--- config.mk ---
export PLATFORM = sky130hd
export DESIGN_NAME = accel_decim_filter
export DESIGN_NICKNAME = d
export VERILOG_FILES = /design/src/rtl/accel_pkg.sv /design/src/rtl/accel_sat_sub.sv /design/src/rtl/accel_decim_filter.sv
export SDC_FILE = /design/constraint.sdc
export NUM_CORES = 1
export LEC_CHECK = 0
export CORE_ASPECT_RATIO = 1.1
export CORE_UTILIZATION = 40
export CTS_CLUSTER_SIZE = 25
export DETAILED_ROUTE_END_ITERATION = 8
export HOLD_SLACK_MARGIN = 0.12
export PLACE_DENSITY = 0.64
export SLEW_MARGIN = 30
export SYNTH_ARGS = -nofsm -noshare
export SYNTH_HDL_FRONTEND = slang
export SYNTH_SLANG_ARGS = --single-unit
--- constraint.sdc ---
create_clock -name clk -period 4 [get_ports clk]
set_input_delay 0.8 -clock clk [delete_from_list [all_inputs] [get_ports clk]]
set_output_delay 0.8 -clock clk [all_outputs]
set_load 0.02 [all_outputs]
--- src/rtl/accel_pkg.sv ---
// ---------------------------------------------------------------------------
// accel_pkg
// Shared constants, state encoding and small helpers for the accelerometer
// decimation/trim datapath.
//   DATA_WIDTH    : raw and filtered sample width (signed two's complement)
//   MAX_DEC_LOG2  : largest decimation exponent (window of up to 128 samples)
//   ACC_WIDTH     : accumulator width, sized so 2^MAX_DEC_LOG2 full-scale
//                   samples can never overflow
//   SAT_MAX/MIN   : saturation bounds of a DATA_WIDTH signed result
// ---------------------------------------------------------------------------
package accel_pkg;

   localparam int DATA_WIDTH   = 20;
   localparam int MAX_DEC_LOG2 = 7;
   localparam int ACC_WIDTH    = DATA_WIDTH + MAX_DEC_LOG2;
   localparam int SEL_WIDTH    = 3;

   localparam logic signed [DATA_WIDTH-1:0] SAT_MAX = {1'b0, {(DATA_WIDTH-1){1'b1}}};
   localparam logic signed [DATA_WIDTH-1:0] SAT_MIN = {1'b1, {(DATA_WIDTH-1){1'b0}}};

   typedef enum logic {
      IDLE  = 1'b0,
      ACCUM = 1'b1
   } state_e;

   // Limit a requested decimation exponent to what the accumulator supports.
   function automatic logic [SEL_WIDTH-1:0] clip_sel(input logic [SEL_WIDTH-1:0] sel);
      if (int'(sel) > MAX_DEC_LOG2) begin
         return SEL_WIDTH'(MAX_DEC_LOG2);
      end
      return sel;
   endfunction

   // Sample index (0-based) of the last sample in a window of 2^sel samples.
   function automatic logic [MAX_DEC_LOG2-1:0] win_last(input logic [SEL_WIDTH-1:0] sel);
      logic [MAX_DEC_LOG2:0] n;
      n = (MAX_DEC_LOG2+1)'(1) << sel;
      return MAX_DEC_LOG2'(n - (MAX_DEC_LOG2+1)'(1));
   endfunction

endpackage

--- src/rtl/accel_sat_sub.sv ---
// ---------------------------------------------------------------------------
// accel_sat_sub
// Combinational saturating subtract: y = sat(a - b) into DATA_WIDTH bits.
//   a     : DATA_WIDTH+1 signed minuend
//   b     : DATA_WIDTH signed subtrahend
//   y     : DATA_WIDTH signed result, clamped to [SAT_MIN, SAT_MAX]
//   clamp : high when the true difference fell outside that range
// ---------------------------------------------------------------------------
module accel_sat_sub
   import accel_pkg::*;
(
   input  logic signed [DATA_WIDTH:0]   a,
   input  logic signed [DATA_WIDTH-1:0] b,
   output logic signed [DATA_WIDTH-1:0] y,
   output logic                         clamp
);

   // Two extra bits hold any (DATA_WIDTH+1) - DATA_WIDTH difference exactly.
   localparam logic signed [DATA_WIDTH+1:0] HI = (DATA_WIDTH+2)'(SAT_MAX);
   localparam logic signed [DATA_WIDTH+1:0] LO = (DATA_WIDTH+2)'(SAT_MIN);

   logic signed [DATA_WIDTH+1:0] diff;

   // NOTE: every output of a combinational block gets a default first, so no
   // path through the if/else can leave a value unassigned and infer a latch.
   always_comb begin
      diff  = (DATA_WIDTH+2)'(a) - (DATA_WIDTH+2)'(b);
      y     = diff[DATA_WIDTH-1:0];
      clamp = 1'b0;
      if (diff > HI) begin
         y     = SAT_MAX;
         clamp = 1'b1;
      end else if (diff < LO) begin
         y     = SAT_MIN;
         clamp = 1'b1;
      end
   end

endmodule

--- src/rtl/accel_decim_filter.sv ---
// ---------------------------------------------------------------------------
// accel_decim_filter
// Decimating boxcar averager with offset trim for one ADXL355 axis. Sums
// 2^odr_sel samples, divides by arithmetic shift, subtracts offset with
// saturation and emits one FIFO write per window.
//   clk, rst_n        : clock, asynchronous active-low reset
//   adc_data          : signed raw sample, qualified by adc_valid
//   adc_valid         : one-cycle sample strobe
//   filter_en         : enable; dropping it discards the partial window
//   odr_sel           : decimation exponent, sampled at each window start
//   offset            : signed offset subtracted from the average
//   filter_fifo_data  : averaged sample, held until the next write
//   wr_en             : one-cycle FIFO write strobe
//   overrange         : high with wr_en when the result was clamped
// Pipeline: window-end edge -> sum_q; next edge -> avg_q; next edge ->
// outputs, so wr_en rises two edges after the final adc_valid is sampled.
// ---------------------------------------------------------------------------
module accel_decim_filter
   import accel_pkg::*;
(
   input  logic                         clk,
   input  logic                         rst_n,
   input  logic signed [DATA_WIDTH-1:0] adc_data,
   input  logic                         adc_valid,
   input  logic                         filter_en,
   input  logic [SEL_WIDTH-1:0]         odr_sel,
   input  logic signed [DATA_WIDTH-1:0] offset,
   output logic signed [DATA_WIDTH-1:0] filter_fifo_data,
   output logic                         wr_en,
   output logic                         overrange
);

   state_e                        state_q, state_d;
   logic signed [ACC_WIDTH-1:0]   acc_q;
   logic [MAX_DEC_LOG2-1:0]       cnt_q;
   logic [SEL_WIDTH-1:0]          sel_q;
   logic signed [ACC_WIDTH-1:0]   sum_q;
   logic [SEL_WIDTH-1:0]          sum_sh_q;
   logic                          pend_q;
   logic signed [DATA_WIDTH:0]    avg_q;
   logic                          avg_vld_q;

   logic signed [ACC_WIDTH-1:0]   sample_ext;
   logic signed [ACC_WIDTH-1:0]   acc_sum;
   logic                          accept;
   logic                          win_end;
   logic signed [DATA_WIDTH-1:0]  res;
   logic                          res_clamp;

   // ---------------- FSM ----------------
   always_ff @(posedge clk or negedge rst_n) begin
      if (!rst_n) begin
         state_q <= IDLE;
      end else begin
         state_q <= state_d;
      end
   end

   always_comb begin
      state_d = state_q;
      case (state_q)
         IDLE:    if (filter_en)  state_d = ACCUM;
         ACCUM:   if (!filter_en) state_d = IDLE;
         default: state_d = IDLE;
      endcase
   end

   // ---------------- Accumulation ----------------
   assign sample_ext = ACC_WIDTH'(adc_data);
   assign acc_sum    = acc_q + sample_ext;
   assign accept     = (state_q == ACCUM) && filter_en && adc_valid;
   assign win_end    = accept && (cnt_q == win_last(sel_q));

   // NOTE: sequential state uses non-blocking assignments so every register
   // samples the pre-edge values of its neighbours regardless of code order.
   always_ff @(posedge clk or negedge rst_n) begin
      if (!rst_n) begin
         acc_q <= '0;
         cnt_q <= '0;
         sel_q <= '0;
      end else if (state_q == IDLE) begin
         acc_q <= '0;
         cnt_q <= '0;
         if (filter_en) begin
            sel_q <= clip_sel(odr_sel);
         end
      end else if (!filter_en) begin
         // Leaving ACCUM: the partial window is thrown away.
         acc_q <= '0;
         cnt_q <= '0;
      end else if (win_end) begin
         // Window size for the next window is taken here, so odr_sel changes
         // mid-window never alter the window in progress.
         acc_q <= '0;
         cnt_q <= '0;
         sel_q <= clip_sel(odr_sel);
      end else if (accept) begin
         acc_q <= acc_sum;
         cnt_q <= cnt_q + MAX_DEC_LOG2'(1);
      end
   end

   // ---------------- Output pipeline ----------------
   // sum_sh_q keeps the finished window's exponent because sel_q has already
   // moved on to the next window by the time the average is formed.
   always_ff @(posedge clk or negedge rst_n) begin
      if (!rst_n) begin
         sum_q     <= '0;
         sum_sh_q  <= '0;
         pend_q    <= 1'b0;
         avg_q     <= '0;
         avg_vld_q <= 1'b0;
      end else begin
         pend_q    <= win_end;
         avg_vld_q <= pend_q;
         if (win_end) begin
            sum_q    <= acc_sum;
            sum_sh_q <= sel_q;
         end
         if (pend_q) begin
            // The mean of in-range samples always fits DATA_WIDTH bits, so
            // truncating the shifted sum loses nothing.
            avg_q <= (DATA_WIDTH+1)'(sum_q >>> sum_sh_q);
         end
      end
   end

   accel_sat_sub u_sat_sub (
      .a     (avg_q),
      .b     (offset),
      .y     (res),
      .clamp (res_clamp)
   );

   always_ff @(posedge clk or negedge rst_n) begin
      if (!rst_n) begin
         filter_fifo_data <= '0;
         wr_en            <= 1'b0;
         overrange        <= 1'b0;
      end else begin
         wr_en     <= avg_vld_q;
         overrange <= avg_vld_q && res_clamp;
         if (avg_vld_q) begin
            filter_fifo_data <= res;
         end
      end
   end

endmodule

# After elaboration in Yosys (flattened, before gate mapping)
# Cells that the tools add are included.
[word_totals]
ff_bits = 113
in_bits = 47
output_inout_bits = 22
elab_cells = 45
[op_classes]
add_sub_neg = 4
n_lt_le_gt_ge = 2
eq_ne = 3
n_shift = 2
muxes = 17
n_reduce_logical = 5
[ops]
columns = ["op", "n"]
rows = [
  ["$mux W27", 4],
  ["$mux W20", 2],
  ["$mux W7", 4],
  ["$add A27 B20 Y27", 1],
  ["$sshr A27 B3 Y21", 1],
  ["$gt A22 B20 Y1 const B", 1],
  ["$lt A22 B20 Y1 const B", 1],
  ["$sub A21 B20 Y22", 1],
  ["$mux W3", 4],
  ["$add A7 B1 Y7 const B", 1],
  ["$eq A7 B7 Y1", 1],
  ["$shl A1 B3 Y7 const A", 1],
  ["$sub A7 B1 Y7 const B", 1],
  ["$logic_and A1 B1 Y1", 4],
  ["$ne A4 B2 Y1 const B", 1],
  ["$mux W1", 3],
  ["$ne A2 B1 Y1 const B", 1],
  ["$reduce_and A2 Y1", 1],
]

# Depth between registers and ports, before layout
# Gate-level depths: netlist of the first run.
[logic_depth]
ltp_word = 7
mapped_depth = 13

# Hierarchy
# Synthesis of the first run repeated with hierarchy kept, for this count alone.
[unflattened]
cells_unflattened = 858
hier_area_um2 = 8179.1
[by_module_without_submodules]
columns = ["module", "n_inst", "cells_each", "area_per_inst_um2", "seq_area_each_um2"]
rows = [
  ["accel_decim_filter", 1, 617, 6605.1, 2827.7],
  ["accel_sat_sub", 1, 241, 1574.0, 0.0],
]

# Worst setup path after synthesis of the first run
# Ideal clock, no wire load.
[synth_path]
path_type = "input -> register"
from = "in adc_data[0]"
to = "reg sum_q[26]"
setup_ns = 0.070
arrival_time_ns = 3.320
required_ns = 3.930
slack_ns = 0.610
path_stages = 10
n_path_buf = 0
path_cell_list = "ha_1 -> fa_1 -> a21o_1 -> a221oi_1 -> or4_1 -> a21oi_1 -> o311ai_1 -> a211oi_1 -> or4_1 -> nand3_1"
[synth_via]
elab_chain_len = 1
[synth_lines]
columns = ["element", "line", "source"]
rows = [
  ["start: declaration", "accel_decim_filter.sv:23", "input logic signed [DATA_WIDTH-1:0] adc_data,"],
  ["$add A27 B20 Y27", "accel_decim_filter.sv:70", "assign acc_sum = acc_q + sample_ext;"],
  ["end signal: assignment", "accel_decim_filter.sv:117", "sum_q <= acc_sum;"],
  ["end: declaration", "accel_decim_filter.sv:37", "logic signed [ACC_WIDTH-1:0] sum_q;"],
]
# Every way passes these cells.
# A chain may end at the register's enable or synchronous reset.

# Worst setup path after layout of the first run
[layout_path]
from = "in offset[0]"
to = "reg filter_fifo_data[15]"
[layout_via]
elab_chain_len = 4
word_cells_on_any_way = 5
[layout_lines]
columns = ["element", "line", "source"]
rows = [
  ["start: declaration", "accel_decim_filter.sv:27", "input logic signed [DATA_WIDTH-1:0] offset,"],
  ["$sub A21 B20 Y22 *", "accel_sat_sub.sv:27", "diff = (DATA_WIDTH+2)'(a) - (DATA_WIDTH+2)'(b);"],
  ["$lt A22 B20 Y1", "accel_sat_sub.sv:33", "end else if (diff < LO) begin"],
  ["$mux W20", "accel_sat_sub.sv:33", ""],
  ["$mux W20 *", "accel_sat_sub.sv:30", "if (diff > HI) begin"],
  ["end signal: assignment", "accel_decim_filter.sv:144", "filter_fifo_data <= res;"],
  ["end: declaration", "accel_decim_filter.sv:28", "output logic signed [DATA_WIDTH-1:0] filter_fifo_data,"],
]
# Every way passes the cells marked *; elsewhere a longest branch is shown, timed or not.

==> impl_summary.md, run 1 <==
STA
The number of hold violations in the final report is 0. The upper clock frequency limit is 277.5 MHz. The count of final max-slew check failures is 0.

The share of the cycle needed by the critical path after routing is 0.9008. The final critical delay including setup and external delays is 3603 ps. The normalized max-slew margin is 0.4057. Setup repair after global routing left no endpoint under its margin. Summed over all failing endpoints, the final setup total negative slack is 0 ps. The total of endpoints with negative setup slack in the final report is 0. The pin slew with the least headroom to its limit is 891.5 ps. The setup skew after layout is 8.563 ps.

Floorplan
The area of the core is 0.01848 mm2. The horizontal die dimension is 133.4 um. The die span in y is 146.5 um. For this configuration, the core starts out at a cell density of 0.4109. 69 I/O pins were placed. The area enclosed by the die boundary is 0.01954 mm2. The floorplan row count is 52.

Logic synthesis
The proportion of synthesized chip area in sequential cells is 0.3724. Sorting the synthesized cells by area gives the leading types as sky130_fd_sc_hd__dfrtp_1 (37%), sky130_fd_sc_hd__ha_1 (7.9%), sky130_fd_sc_hd__mux2i_1 (7.9%). By area, the combinational part of the netlist is dominated by compound AO/OA/AOI/OAI gates.

During synthesis, Yosys emitted a total of 0 warnings. The most common cell in the synthesized netlist is sky130_fd_sc_hd__dfrtp_1. Yosys mapped a number of flops with a built-in enable equal to 0. Counting flops and latches in the post-synthesis netlist gives 113. Of the post-synthesis cell area, the dominant cell type holds 0.3724. After synthesis, the share of cell area in mux cells is 0.1340. The mapped cell area is 0.007592 mm2. The netlist uses 64 different library cells. After synthesis, the share of flip-flops with an asynchronous set or reset is 1.000. The area fraction in and, or, nand and nor cells after synthesis is 0.1032. Of the total synthesized cell area, the portion taken by XOR and XNOR cells is 0.04153. Synthesis produced a netlist whose cell count is 777. Of the total synthesized cell area, the portion taken by full adders, half adders and majority gates is 0.08438. Among all flip-flop cells after synthesis, the most frequent one is sky130_fd_sc_hd__dfrtp_1.

In the synthesized netlist, the cells that appear most often are sky130_fd_sc_hd__dfrtp_1 (113), sky130_fd_sc_hd__a21oi_1 (75), sky130_fd_sc_hd__mux2i_1 (60). The post-synthesis cell type with the largest combined area is sky130_fd_sc_hd__dfrtp_1. Each instance of the synthesized netlist takes up on average 9.771 um2. The synthesized-area fraction occupied by ao, oa, aoi and oai cells is 0.2246.

Synthesis produced a netlist with a net count of 874.

Power and ir drop
The design draws 5380 uW. The leakage component of the power is 0.004141 uW. The power density of the placed cells is 586.2 mW/mm2. The largest voltage drop on the vdd net is 322.5 uV.

Global routing
The initial antenna violation count is 0. The via count of the first global-routing pass is 5,817. The pin count of the biggest net entering global routing is 65. For this run the aggregate overflow at the end of global routing stands at 0. The global-route wire length before repair is 27.79 mm. In the global route stage, overall resource usage came out at 0.1768.

Clocking
The post-CTS setup buffer count is 0. The buffer depth of the longest clock path is 2. The H-tree generated during clock tree synthesis spans 4 levels. The number of sinks on the clock net is 113. The clock tree from TritonCTS is done. The cell chosen for the clock root is sky130_fd_sc_hd__clkbuf_16.

The later pin in the worst-skew pair is clocked with a latency of 420 ps. Clock-pin slew was measured on the worst setup and hold paths at 60 ps. The number of buffers inserted during clock tree synthesis is 17. Buffers inserted to repair hold after CTS numbered 0. The number of gates resized after CTS was 0.

Worst setup path
The data arrival time of the worst path is 3870 ps. The critical path's slowest cell is sky130_fd_sc_hd__clkdlybuf4s50_1. The worst setup path is captured at a register. In this design, the stage delay of the slowest critical-path cell is 460 ps.

The required time of the worst setup path is 4270 ps. Counting cells, the worst reg-to-reg path comes to 12. Walking the worst path, the cells encountered are clkdlybuf4s50_1, ha_1, inv_1, fa_1, a211oi_1, o21a_1, or4b_4, a211oi_2, nor3_1, nor4_4, o21ai_2, o221ai_1. The worst setup path is of the in2reg kind. The startpoint identified for the worst register-to-register timing path is avg_q[0]. The cell family with the largest share of critical-path delay is compound AO/OA/AOI/OAI gates. The number of buffers and inverters on the critical path is 2. The endpoint of the worst register-to-register path is filter_fifo_data[15]. The largest fanout on the critical path is 14. The kind of launch point of the worst setup path is an input pin. Setup slack on the worst reg-to-reg path comes out at 790 ps.

Drt
The antenna violation net count after detailed routing is 0. Wires add up to 16.45 mm. For this run, design rule violations remaining after detail routing come to 0. The number of detailed-route iterations in the first pass is 4. For this block, the via count after detailed routing is 5,956. In this run, the number of DRC markers left after iteration 0 of detailed routing was 338. The routed wirelength normalized by instance count is 14.90 um. The number of vias per cell is 5.395.

Run
Max-cap violations in this run came to 0.

Hold path
In this run the worst hold path is classified as in2async.

Outcome
The run finished with clean final reports.

Final layout
The flip-flop and latch area is 0.002830 mm2. The multi-input logic area is 0.004469 mm2. The layout cell share with drive strength beyond 1 is 0.1231. 0 antenna diodes ended up in the layout. The net total in the final layout is 945.

Relative to the synthesized area, the layout overhead comes to 20.88%. The number of fill cells is 1,734. The core utilization of the finished layout is 0.4967.

The cell area after layout is 0.009178 mm2.

Placed design
The count of input and output buffers is 68. Once placement finished, the instance area stood at 0.008578 mm2. The weighted congestion reported at the end of routability-driven placement is 0.8694. Once detailed placement completed, the half-perimeter wirelength came to 12.29 mm.
==> placed cells by master (no fill, tap or decap), drive strengths merged, types with 5 or more instances in the layout <==
cell type / Yosys / final
a211oi: 10 / 10
a21o: 23 / 23
a21oi: 75 / 75
a22o: 29 / 29
a31oi: 11 / 11
and3: 6 / 6
buf: 12 / 19
clkbuf: 22 / 20
clkdlybuf4s50: 0 / 67
clkinvlp: 0 / 6
dfrtp: 113 / 113
ha: 48 / 48
inv: 43 / 44
mux2: 33 / 33
mux2i: 60 / 60
nand2: 32 / 32
nand2b: 6 / 6
nand3: 15 / 15
nor2: 47 / 47
nor2b: 11 / 11
nor3: 11 / 11
nor4: 6 / 6
o21a: 9 / 9
o21ai: 28 / 28
o21bai: 5 / 5
o2bb2ai: 13 / 13
o31ai: 6 / 6
or2: 6 / 6
xnor2: 23 / 23
xor2: 13 / 13
==> through the flow <==
step           std cells  setup slack [ps]  hold slack (ps)
6_report            1104             397.0            466.0
5_1_grt             1104             115.4            495.9
4_1_cts             1104             384.3            488.5
3_5_place_dp        1072            -49.39            474.2
3_3_place_gp        1072            -3.218            468.8
2_1_floorplan        777             610.0            352.0
==> registers in the layout (all words and copies together), names as in the netlist <==
register	count
overrange	1
sum_q	27
cnt_q	7
state_q	1
filter_fifo_data	20
wr_en	1
sel_q	3
sum_sh_q	3
pend_q	1
avg_vld_q	1
acc_q	27
avg_q	21
==> area by class of cell <==
type	count	share of cell area
clock buffer	20	0.05085
clock inverter	12	0.01445
inverter	43	0.01759
multi-input combinational	587	0.4870
sequential	113	0.3084
tap	243	0.03313
timing repair buffer	86	0.08862
==> where the power goes <==
| group | leakage [uW] | switching [uW] | internal (uW) |
|---|---|---|---|
| clock network | 0.000277 | 546 | 964 |
| logic | 0.00239 | 1190 | 1040 |
| registers | 0.00147 | 229 | 1410 |
| total | 0.00414 | 1960 | 3420 |
==> logic make-up (layout without fill, tap and decap cells) <==
| logic type | count (synthesis) | count (layout) |
|---|---|---|
| fa+ha+maj | 50 | 50 |
| simple gates | 157 | 157 |
| mux | 95 | 95 |
| flops | 113 | 113 |
| buf+inv | 77 | 161 |
| compound gates | 249 | 249 |
| xor+xnor | 36 | 36 |
==> routing by layer <==
metal / global-route usage / part of all wire
met2: 0.2813 / 0.45
met1: 0.2375 / 0.50
met3: 0.03507 / 0.031
met5: 0 / 0
met4: 0.06477 / 0.016
==> worst max-delay path by stage <==
stage | start | to | slack (ps) | depth (start not counted)
3_5_place_dp | offset[0] | filter_fifo_data[15] | -50 | 12
5_1_grt | offset[0] | filter_fifo_data[15] | 120 | 12
3_3_place_gp | offset[0] | filter_fifo_data[15] | -3 | 12
2_1_floorplan | adc_data[0] | sum_q[26] | 610 | 10
6_report | offset[0] | filter_fifo_data[15] | 400 | 12
4_1_cts | offset[0] | filter_fifo_data[15] | 380 | 12
==> worst register-to-register path, delay by kind of cell, from the launching register on <==
kind,cells,cell delay [ps]
flip-flops,1,380
adder cells (fa/ha/maj),2,580
AO/OA/AOI/OAI,5,1300
AND/OR/NAND/NOR,3,680
buffers and inverters,2,120
(Power assumes the default switching activity.)
==> inputs of run 2 (changes only) <==
--- a/config.mk
+++ b/config.mk
@@ -9,6 +9,7 @@
 export CORE_UTILIZATION = 40
 export CTS_CLUSTER_SIZE = 25
 export DETAILED_ROUTE_END_ITERATION = 8
+export GPL_ROUTABILITY_DRIVEN = 0
 export HOLD_SLACK_MARGIN = 0.12
 export PLACE_DENSITY = 0.64
 export SLEW_MARGIN = 30
==> results of run 2 <==
Same layout as run 1: the final DEF is identical, and so are final timing and power.
==> inputs of run 3 (changes only) <==
--- a/config.mk
+++ b/config.mk
@@ -5,7 +5,6 @@
 export SDC_FILE = /design/constraint.sdc
 export NUM_CORES = 1
 export LEC_CHECK = 0
-export CORE_ASPECT_RATIO = 1.1
 export CORE_UTILIZATION = 40
 export CTS_CLUSTER_SIZE = 25
 export DETAILED_ROUTE_END_ITERATION = 8
==> impl_summary.md, run 3 (same netlist as run 1, synthesis figures left out) <==
Final layout
Leaving out fill and tap cells, the most frequent cells in the layout are sky130_fd_sc_hd__dfrtp_1 (111), sky130_fd_sc_hd__a21oi_1 (75), sky130_fd_sc_hd__clkdlybuf4s50_1 (67). The multi-input logic area is 0.004469 mm2 (unchanged). The area growth from synthesis to layout is 21.84%. The flip-flop and latch area is 0.002830 mm2 (unchanged). The largest registers in the layout are acc_q (27), sum_q (27), avg_q (21).

The net total in the final layout is 944 (-0.11%). The library cell used most frequently in the layout, excluding fill and tap cells, is sky130_fd_sc_hd__dfrtp_1. The antenna diode count is 0 (unchanged).

The number of fill cells is 1,733 (-0.058%). The number of standard cells in the layout, taps in and fillers out is 1,094 (-0.91%). The layout cell share with drive strength beyond 1 is 0.1209 (-0.002182).

Drt
The iteration-0 DRC count of the detailed router came to 265 (-22%). The uppermost metal layer occupied by signal nets is met4. The aggregate routed wire length was 16.47 mm (+0.13%). The routed length on met2 came to 7.363 mm (-0.81%). The number of vias per cell is 5.477 (+1.5%). The via count of the routed design was 5,992 (+0.60%). The number of detailed-route iterations in the first pass is 5 (+1). The routed wirelength normalized by instance count is 15.06 um (+1.0%). The detailed-routed wire length on met3 is 633 um (+26%). The antenna violation net count after detailed routing is 0 (unchanged). The residual DRC count is 0 (unchanged). The detailed-route wire length on metal 1 is 8.324 mm (+0.84%).

Worst setup path
The sum of buffers and inverters on the critical path came to 2 (unchanged). The largest fanout on the critical path was 14 (unchanged). The most critical setup path has its startpoint at offset[0]. On the critical path the largest part of the delay comes from compound AO/OA/AOI/OAI gates.

Among all stages on the critical path, the largest delay is contributed by sky130_fd_sc_hd__clkdlybuf4s50_1. The origin of the critical flop-to-flop path is avg_q[0]. The data arrival time of the worst path is 3830 ps (-40 ps).

By startpoint and endpoint, the worst setup path is classified as in2reg. The maximum cell stage delay along the critical path is 460 ps (about the same). The kind of launch point of the worst setup path is an input pin. Traced cell by cell, the critical path runs through clkdlybuf4s50_1, ha_1, inv_1, fa_1, a211oi_1, o21a_1, or4b_4, a211oi_2, nor3_1, nor4_4, o21ai_2, o221ai_1. STA classifies the critical path endpoint as a register. The required time of the worst setup path came to 4270 ps (about the same).

STA
Setup repair after global routing left no endpoint under its margin. The number of hold violations in the final report was 0 (unchanged). The count of final max-slew check failures was 0 (unchanged). The summed negative setup slack over all endpoints is 0 ps (unchanged). The upper clock frequency limit came to 280.9 MHz (+1.2%). The share of the cycle needed by the critical path after routing was 0.8900 (-0.01074).

The setup slack after layout is 439.9 ps (+42.94 ps). The setup skew after layout is 5.540 ps (-3.023 ps). The normalized max-slew margin is 0.4118 (+0.006079). The total of endpoints with negative setup slack in the final report came to 0 (unchanged). The pin slew with the least headroom to its limit was 882.4 ps (-9.119 ps).

The final critical delay including setup and external delays is 3560 ps (-42.94 ps).

Placed design
The count of input and output buffers is 68 (unchanged). The detailed-placement wirelength estimate is 12.05 mm (-2.0%). The number of instances in the placed design is 1,062 (-0.93%). The worst slack after detailed placement is -25.08 ps (+24.31 ps).

Clocking
The number of buffers inserted during clock tree synthesis is 17 (unchanged). The number of sinks on the clock net is 113 (unchanged). The hold-fix buffer count after cts was 0 (unchanged). In this run the clock root is driven by a sky130_fd_sc_hd__clkbuf_16. The buffer depth of the longest clock path came to 2 (unchanged).

The count of cells resized by post-cts repair is 0 (unchanged). TritonCTS built the clock tree. The H-tree depth is 4 (unchanged). The post-CTS setup buffer count is 0 (unchanged). The clock network latency to the later pin of the worst-skew pair was 420 ps (about the same). The clock transition time at the flip-flop clock pins of the worst setup and hold paths is 50 ps (about the same).

Power and ir drop
The largest voltage drop on the vdd net is 313.1 uV (-2.9%). The leakage component of the power was 0.004187 uW (+1.1%). The total power of the final layout is 5565 uW (+3.4%). The power density of the placed cells is 601.7 mW/mm2 (+2.6%).

Floorplan
The area enclosed by the die boundary was 0.01954 mm2 (about the same). The die span in y was 139.8 um (-4.6%). The floorplan row count is 50 (-3.8%). The I/O pin count is 69 (unchanged). The area of the core is 0.01864 mm2 (+0.89%).

The horizontal die dimension is 139.8 um (+4.8%). The initial cell density of the core is 0.4072 (-0.003640).

Global routing
The global-route wire length before repair was 28.59 mm (+2.9%). The total congestion overflow is 0 (unchanged). The initial antenna violation count came to 0 (unchanged).

The total routing usage reported by global routing is 0.1822 (+0.005325). The pin count of the biggest net entering global routing is 114 (+75%). The via count of the first global-routing pass is 5,909 (+1.6%).

Outcome
The flow ran to the end, and the final reports show no timing, DRC or antenna violations.

Run
The count of max-cap constraint violations was 0 (unchanged).

Hold path
The min-delay analysis places its worst path in the category in2async.
## run 3: where the power goes
part / switching [uW] / leakage [uW] / internal (uW)
sequential: 230 / 0.00147 / 1410
clock: 548 / 0.000320 / 1170
combinational: 1170 / 0.00240 / 1040
total: 1950 / 0.00419 / 3620
## run 3: routing by layer
layer | global-route usage | vias to the layer above
li1 | - | 3035
met1 | 0.2520 | 2840
met2 | 0.2787 | 105
met3 | 0.04646 | 12
met4 | 0.05552 | 0
met5 | 0 | -
## run 3: area by class of cell
type | count | area share
Tap cell | 234 | 0.03165
Multi-Input combinational cell | 587 | 0.4832
Sequential cell | 113 | 0.3060
Clock inverter | 14 | 0.02556
Timing Repair Buffer | 85 | 0.08981
Inverter | 43 | 0.01745
Clock buffer | 18 | 0.04640
## run 3: final timing paths
path                       depth (start not counted)                   end  slack (ps)
min reg2reg                                        1   filter_fifo_data[2]         480
max in group asynchronous                          2           sum_sh_q[0]        3080
min                                                2  filter_fifo_data[17]         460
min in group clk                                   1   filter_fifo_data[2]         480
max                                               12  filter_fifo_data[15]         440
max reg2reg                                       12  filter_fifo_data[15]         850
## run 3: per-stage QoR
step	util	hold WS (ps)	cell area (um2)
2_1_floorplan	-	352.0	7592
3_3_place_gp	0.4603	474.4	8582
3_5_place_dp	0.4605	476.9	8584
4_1_cts	0.4962	485.9	9250
5_1_grt	0.4962	507.5	9250
6_report	0.4962	460.5	9250
